$ cat src/rtl/vga_pkg.sv
// Shared VGA constants and scheduler types used by the display top level and the
// digit-slot scheduler.
package vga_pkg;

  localparam int COORD_W = 11;
  localparam int GLYPH_W = 4;

  // 640x480@60 horizontal timing (pixel counts).
  localparam int H_SYNC_END   = 96;
  localparam int H_BACK_END   = 144;
  localparam int H_ACTIVE_END = 784;
  localparam int H_TOTAL      = 800;

  // 640x480@60 vertical timing (line counts).
  localparam int V_SYNC_END   = 2;
  localparam int V_BACK_END   = 35;
  localparam int V_ACTIVE_END = 515;
  localparam int V_TOTAL      = 525;

  typedef enum logic {
    ST_ARB    = 1'b0,
    ST_COMMIT = 1'b1
  } sched_state_t;

  // Frame boundary: vsync has just gone low.
  function automatic logic is_vs_fall(input logic vs_now, input logic vs_prev);
    return ~vs_now & vs_prev;
  endfunction

endpackage

$ cat src/rtl/vga_rr_arbiter.sv
// Combinational round-robin arbiter: finds the first eligible requester at or after
// i_ptr (wrapping), where eligible means requesting and not masked.
module vga_rr_arbiter #(
  parameter int NUM_REQ = 2,
  parameter int IDX_W   = $clog2(NUM_REQ)
) (
  input  logic [NUM_REQ-1:0] i_req,
  input  logic [NUM_REQ-1:0] i_mask,
  input  logic [IDX_W-1:0]   i_ptr,
  output logic [NUM_REQ-1:0] o_winner,
  output logic [IDX_W-1:0]   o_idx,
  output logic               o_valid
);

  logic [NUM_REQ-1:0]   w_elig;
  logic [2*NUM_REQ-1:0] w_dbl;
  logic [NUM_REQ-1:0]   w_rot;

  // Rotating a doubled copy puts the requester at i_ptr in bit 0.
  assign w_elig = i_req & ~i_mask;
  assign w_dbl  = {w_elig, w_elig};
  assign w_rot  = NUM_REQ'(w_dbl >> i_ptr);

  // Priority search over the rotated vector; descending loop so lowest offset wins.
  always_comb begin
    o_valid = 1'b0;
    o_idx   = '0;
    for (int k = NUM_REQ - 1; k >= 0; k--) begin
      if (w_rot[k]) begin
        o_valid = 1'b1;
        if (int'(i_ptr) + k >= NUM_REQ) o_idx = IDX_W'(int'(i_ptr) + k - NUM_REQ);
        else                            o_idx = IDX_W'(int'(i_ptr) + k);
      end
    end
  end

  assign o_winner = o_valid ? (NUM_REQ'(1) << o_idx) : '0;

endmodule

$ cat src/rtl/vga_digit_scheduler.sv
// Digit-glyph slot scheduler: arbitrates slot writes into a shadow bank and copies the
// shadow bank to the active bank at the vsync falling edge so glyphs never tear.
module vga_digit_scheduler #(
  parameter int NUM_REQ   = 2,
  parameter int NUM_SLOTS = 4,
  parameter int SLOT_W    = 2,
  parameter int COORD_W   = vga_pkg::COORD_W
) (
  input  logic                               clk,
  input  logic                               rst,
  input  logic                               vs,
  input  logic [NUM_REQ-1:0]                 req,
  input  logic [NUM_REQ*SLOT_W-1:0]          wr_slot,
  input  logic [NUM_REQ*vga_pkg::GLYPH_W-1:0] wr_num,
  input  logic [NUM_REQ*COORD_W-1:0]         wr_xoff,
  input  logic [NUM_REQ*COORD_W-1:0]         wr_yoff,
  input  logic [NUM_REQ*COORD_W-1:0]         wr_scale,
  output logic [NUM_REQ-1:0]                 gnt,
  output logic [NUM_SLOTS-1:0]               slot_en,
  output logic [NUM_SLOTS*vga_pkg::GLYPH_W-1:0] slot_num,
  output logic [NUM_SLOTS*COORD_W-1:0]       slot_xoff,
  output logic [NUM_SLOTS*COORD_W-1:0]       slot_yoff,
  output logic [NUM_SLOTS*COORD_W-1:0]       slot_scale,
  output logic                               frame_commit
);
  import vga_pkg::*;

  localparam int IDX_W = $clog2(NUM_REQ);

  sched_state_t       r_state, w_state_next;
  logic               r_vs_d, r_dirty, r_commit;
  logic [IDX_W-1:0]   r_rr_ptr, w_ptr_next;
  logic [NUM_REQ-1:0] r_gnt;
  logic               w_vs_fall, w_grant_en, w_commit_en;

  logic [NUM_REQ-1:0] w_win_onehot;
  logic [IDX_W-1:0]   w_win_idx;
  logic               w_win_valid;

  logic [SLOT_W-1:0]  w_win_slot;
  logic [GLYPH_W-1:0] w_win_num;
  logic [COORD_W-1:0] w_win_xoff, w_win_yoff, w_win_scale;

  logic               r_sh_en    [NUM_SLOTS];
  logic [GLYPH_W-1:0] r_sh_num   [NUM_SLOTS];
  logic [COORD_W-1:0] r_sh_xoff  [NUM_SLOTS];
  logic [COORD_W-1:0] r_sh_yoff  [NUM_SLOTS];
  logic [COORD_W-1:0] r_sh_scale [NUM_SLOTS];

  logic               r_act_en    [NUM_SLOTS];
  logic [GLYPH_W-1:0] r_act_num   [NUM_SLOTS];
  logic [COORD_W-1:0] r_act_xoff  [NUM_SLOTS];
  logic [COORD_W-1:0] r_act_yoff  [NUM_SLOTS];
  logic [COORD_W-1:0] r_act_scale [NUM_SLOTS];

  // A requester holding gnt is masked so one req level yields exactly one grant.
  vga_rr_arbiter #(.NUM_REQ(NUM_REQ), .IDX_W(IDX_W)) u_arb (
    .i_req    (req),
    .i_mask   (r_gnt),
    .i_ptr    (r_rr_ptr),
    .o_winner (w_win_onehot),
    .o_idx    (w_win_idx),
    .o_valid  (w_win_valid)
  );

  assign w_vs_fall   = is_vs_fall(vs, r_vs_d);
  assign w_win_slot  = wr_slot [w_win_idx*SLOT_W  +: SLOT_W];
  assign w_win_num   = wr_num  [w_win_idx*GLYPH_W +: GLYPH_W];
  assign w_win_xoff  = wr_xoff [w_win_idx*COORD_W +: COORD_W];
  assign w_win_yoff  = wr_yoff [w_win_idx*COORD_W +: COORD_W];
  assign w_win_scale = wr_scale[w_win_idx*COORD_W +: COORD_W];
  assign w_ptr_next  = (w_win_idx == IDX_W'(NUM_REQ - 1)) ? '0 : w_win_idx + 1'b1;

  // FSM state register.
  always_ff @(posedge clk or posedge rst) begin
    if (rst) r_state <= ST_ARB;
    else     r_state <= w_state_next;
  end

  // Next state: a frame edge with pending shadow writes forces one COMMIT cycle.
  always_comb begin
    w_state_next = r_state;
    case (r_state)
      ST_ARB:    if (w_vs_fall && r_dirty) w_state_next = ST_COMMIT;
      ST_COMMIT: w_state_next = ST_ARB;
      default:   w_state_next = ST_ARB;
    endcase
  end

  // FSM outputs: grants are suppressed in the commit-entry cycle and in COMMIT itself.
  always_comb begin
    w_grant_en  = (r_state == ST_ARB) && w_win_valid && !(w_vs_fall && r_dirty);
    w_commit_en = (r_state == ST_COMMIT);
  end

  // Control registers: vsync delay, grant pulse, commit pulse, dirty flag, rr pointer.
  always_ff @(posedge clk or posedge rst) begin
    if (rst) begin
      r_vs_d   <= 1'b1;
      r_gnt    <= '0;
      r_commit <= 1'b0;
      r_dirty  <= 1'b0;
      r_rr_ptr <= '0;
    end else begin
      r_vs_d   <= vs;
      r_gnt    <= w_grant_en ? w_win_onehot : '0;
      r_commit <= w_commit_en;
      if (w_commit_en)     r_dirty <= 1'b0;
      else if (w_grant_en) r_dirty <= 1'b1;
      if (w_grant_en) r_rr_ptr <= w_ptr_next;
    end
  end

  // Shadow bank: the granted write lands here; a later write to the same slot overwrites.
  always_ff @(posedge clk or posedge rst) begin
    if (rst) begin
      for (int i = 0; i < NUM_SLOTS; i++) begin
        r_sh_en[i]    <= 1'b0;
        r_sh_num[i]   <= '0;
        r_sh_xoff[i]  <= '0;
        r_sh_yoff[i]  <= '0;
        r_sh_scale[i] <= '0;
      end
    end else if (w_grant_en) begin
      r_sh_en[w_win_slot]    <= (w_win_scale != '0);
      r_sh_num[w_win_slot]   <= w_win_num;
      r_sh_xoff[w_win_slot]  <= w_win_xoff;
      r_sh_yoff[w_win_slot]  <= w_win_yoff;
      r_sh_scale[w_win_slot] <= w_win_scale;
    end
  end

  // Active bank: takes the whole shadow bank in the COMMIT cycle only.
  always_ff @(posedge clk or posedge rst) begin
    if (rst) begin
      for (int i = 0; i < NUM_SLOTS; i++) begin
        r_act_en[i]    <= 1'b0;
        r_act_num[i]   <= '0;
        r_act_xoff[i]  <= '0;
        r_act_yoff[i]  <= '0;
        r_act_scale[i] <= '0;
      end
    end else if (w_commit_en) begin
      for (int i = 0; i < NUM_SLOTS; i++) begin
        r_act_en[i]    <= r_sh_en[i];
        r_act_num[i]   <= r_sh_num[i];
        r_act_xoff[i]  <= r_sh_xoff[i];
        r_act_yoff[i]  <= r_sh_yoff[i];
        r_act_scale[i] <= r_sh_scale[i];
      end
    end
  end

  assign gnt          = r_gnt;
  assign frame_commit = r_commit;

  genvar gi;
  generate
    for (gi = 0; gi < NUM_SLOTS; gi++) begin : g_slot_out
      assign slot_en[gi]                         = r_act_en[gi];
      assign slot_num  [gi*GLYPH_W +: GLYPH_W]   = r_act_num[gi];
      assign slot_xoff [gi*COORD_W +: COORD_W]   = r_act_xoff[gi];
      assign slot_yoff [gi*COORD_W +: COORD_W]   = r_act_yoff[gi];
      assign slot_scale[gi*COORD_W +: COORD_W]   = r_act_scale[gi];
    end
  endgenerate

endmodule
$ cat config.mk
export PLATFORM = sky130hd
export DESIGN_NAME = vga_digit_scheduler
export DESIGN_NICKNAME = d
export VERILOG_FILES = /design/src/rtl/vga_pkg.sv /design/src/rtl/vga_rr_arbiter.sv /design/src/rtl/vga_digit_scheduler.sv
export SDC_FILE = /design/constraint.sdc
export NUM_CORES = 1
export LEC_CHECK = 0
export CAP_MARGIN = 5
export CORE_MARGIN = 4
export CORE_UTILIZATION = 47
export CTS_CLUSTER_DIAMETER = 200
export DETAILED_ROUTE_END_ITERATION = 12
export PLACE_DENSITY = 0.76
export SLEW_MARGIN = 20
export SYNTH_ARGS = -nofsm -noshare
export SYNTH_HDL_FRONTEND = slang
export SYNTH_SLANG_ARGS = --single-unit
$ cat constraint.sdc
create_clock -name clk -period 10 [get_ports clk]
set_clock_uncertainty 0.15 [all_clocks]
set_input_delay 1 -clock clk [delete_from_list [all_inputs] [get_ports clk]]
set_output_delay 1 -clock clk [all_outputs]
set_load 0.005 [all_outputs]
==> qor.yml <==
route:
  routedWlPerCell_um: 20.1
  routed_wl_mm: 26.6
  vias: 6971
  first_pass_iters: 4
  drtIter0Drc: 394
  route.detailed.drc: 0
  postRouteAntennaNets: 0
  vias_per_cell: 5.27
pwr:
  seqPwrFrac_pct: 45.4
  power_density_nw_per_um2: 304
  combPwrFrac_pct: 31.5
  leakage_uw: 0.00662
  swShare_pct: 25.9
  p_int_uw: 3580
  irDropWorstVdd_v: 0.000165
  power_switching_uw: 1250
  pwr-share-clk_pct: 23.1
timing:
  fin_ws_ps: 6630
  min_period_ps: 3370
  setup_viol: 0
  setup_tns_ps: 0
  drv_slew: 0
  fin_crit_sh_pct: 33.7
  maxSlewHeadroom_pct: 33.6
  max_freq_mhz: 297
  worstMarginPinSlew_ps: 996
  rsz0062_at_grt: "false"
  finalHoldViolCount: 0
critical_path:
  rrSetupSlack_ps: 7150
  start_kind: "input pin"
  cp_max_fo: 23
  worstPathRequired_ps: 10260
  crit_arrival_ps: 3640
  end_kind: "flip-flop"
  worstSetupPathType: "input pin to flip-flop"
synth:
  synthesis.nets: 816
  ys.flop_type: "dfrtp_1"
  async_reset_ff_share_pct: 100
  synth_cell_types: 32
  ys_warn_count: 0
  synth-seq-cells: 311
  syn_inst: 733
  seq_area_frac_synth_pct: 63.5
  synth-edff-count: 0
  syn_area_um2: 12300
  avgSynthCellArea_um2: 16.7
clock_network:
  clock_path_buffers: 3
  cts_tree: "yes"
  clk_pin_slew_ps: 60
  cts_buffers: 31
  worstSkewPairLatency_ps: 540
  cts_hold_buffers: 0
  clockRootBuffer: "clkbuf_16"
  cts_resized: 0
  postCtsSetupBuffers: 0
  cts_htree_levels: 1
  cts_sinks: 311
global_route:
  grt_pass1_wl_mm: 42.2
  grt_pass1_vias: 7503
  grt_use_total_pct: 18.3
  antenna_found_initial: 0
  overflow: 0
  grt_max_degree: 168
die:
  num_rows: 58
  dieArea_um2: 28700
  core_area_um2: 25400
  ios: 238
  dieWidth_um: 169
  die_h_um: 169
  start_util_pct: 48.2
placed_design:
  pre_cts_slack_ps: 6100
  portBuffers: 237
  gp_congestion: 0.793
  dp_hpwl_mm: 17.2
layout:
  drive_gt1_share_pct: 39.4
  area_growth_pct: 29.6
  layout.nets: 1057
  diodes: 0
worst_hold_path:
  min_path_type: "flip-flop to flip-flop"
run:
  maxCapViolations: 0
status:
  status: "finished, final reports clean"
-- synthesized netlist by cell type, types with 2 or more instances --
| cell | instances | area share, % |
|---|---|---|
| buf_4 | 3 | 0.18 |
| nand3_1 | 2 | 0.082 |
| nor3_1 | 4 | 0.16 |
| mux2_2 | 308 | 28 |
| mux2i_1 | 5 | 0.41 |
| nand4b_1 | 2 | 0.14 |
| mux2_4 | 20 | 2.5 |
| a21oi_1 | 3 | 0.12 |
| o21ai_0 | 3 | 0.12 |
| nor2b_1 | 3 | 0.15 |
| buf_6 | 9 | 0.83 |
| mux2_1 | 9 | 0.83 |
| clkbuf_1 | 11 | 0.34 |
| nor2_1 | 5 | 0.15 |
| buf_2 | 12 | 0.49 |
| inv_1 | 6 | 0.18 |
| nor4_1 | 4 | 0.20 |
| dfrtp_1 | 310 | 63 |
-- worst max-delay path: stages --
cell and delay (ps):
clkdlybuf4s50_1 500, nor3b_4 380, o21ai_0 220, a21oi_4 640, buf_4 480, mux2_2 380
-- kinds of logic after synthesis --
family                 after synthesis  synth area share (%)
AOI/OAI and AO/OA                   10                 0.674
and+or+nand+nor                     27                  1.50
muxes                              342                  32.0
buffers and inverters               43                  2.31
DFF                                311                  63.5
-- placed cells by master (no fill, tap or decap), types with 2 or more instances in the layout --
cell             Yosys  layout
mux2_2             308     308
clkdlybuf4s50_1      0     237
mux2_1               9       9
mux2i_1              5       5
nor2_1               5       4
clkbuf_8             0       7
nor2b_1              3       3
buf_4                3       7
nor4_1               4       4
bufinv_16            0       2
inv_1                6       5
clkinv_2             0       3
a21oi_4              1       4
nor3_1               4       4
nand3_1              2       2
nand4b_1             2       2
clkbuf_16            0      31
o21ai_0              3       3
dfrtp_1            310     309
mux2_4              20      20
clkbuf_1            11       8
-- per-layer routing --
| layer | wire length [um] | track usage (%) | vias to the layer above | part of all wire, % |
|---|---|---|---|---|
| met1 | 11800 | 25.4 | 3645 | 44 |
| met5 | 0 | 0 | - | 0 |
| li1 | - | - | 3092 | - |
| met2 | 12500 | 29.8 | 202 | 47 |
| met4 | 373 | 3.40 | 0 | 1.4 |
| met3 | 1850 | 4.59 | 32 | 7.0 |
-- path summary, 6_finish.rpt --
path                                     start        endpoint  cells past startpoint
worst max-delay path                    req[0]   r_sh_xoff[19]                      6
worst min-delay path            r_sh_scale[34]  r_sh_scale[34]                      1
worst max register to register          gnt[0]   r_sh_xoff[19]                      5
worst min register to register  r_sh_scale[34]  r_sh_scale[34]                      1
max in group asynchronous                  rst         r_state                      3
min in group asynchronous                  rst  slot_scale[31]                      2
-- registers in the layout, summed over array words and instances (netlist names) --
| register | flops |
|---|---|
| r_state | 1 |
| r_sh_en | 4 |
| slot_en | 4 |
| r_vs_d | 1 |
| slot_xoff | 44 |
| r_dirty | 1 |
| r_rr_ptr | 1 |
| gnt | 2 |
| r_sh_xoff | 44 |
| r_sh_num | 16 |
| frame_commit | 1 |
| slot_yoff | 44 |
| r_sh_scale | 44 |
| slot_num | 16 |
| r_sh_yoff | 44 |
| slot_scale | 44 |
-- power groups by stage --
stage	logic (uW)	clock network, uW	registers (uW)
floorplan	702	0	2150
global route	1640	1200	2280
finish	1520	1120	2190
global placement	1500	0	2190
detailed placement	1540	0	2220
CTS	1550	1150	2200
-- cell type report --
| class | count | area (um^2) |
|---|---|---|
| Clock buffer | 46 | 902 |
| Clock inverter | 5 | 75.1 |
| Fill cell | 1946 | 9520 |
| Inverter | 6 | 30.0 |
| Multi-Input combinational cell | 379 | 4230 |
| Sequential cell | 311 | 7790 |
| Tap cell | 330 | 413 |
| Timing Repair Buffer | 245 | 2440 |
-- through the flow --
step | total power, uW | hold slack, ps | instance area, um^2 | std cells | util, %
2_1_floorplan | 2860 | 222 | 12300 | 733 | -
3_3_place_gp | 3700 | 314 | 14900 | 1271 | 58.7
3_5_place_dp | 3750 | 320 | 14900 | 1271 | 58.7
4_1_cts | 4900 | 337 | 15900 | 1322 | 62.5
5_1_grt | 5120 | 354 | 15900 | 1322 | 62.5
6_report | 4830 | 334 | 15900 | 1322 | 62.5
No activity file was read; power rests on OpenSTA's default activity.
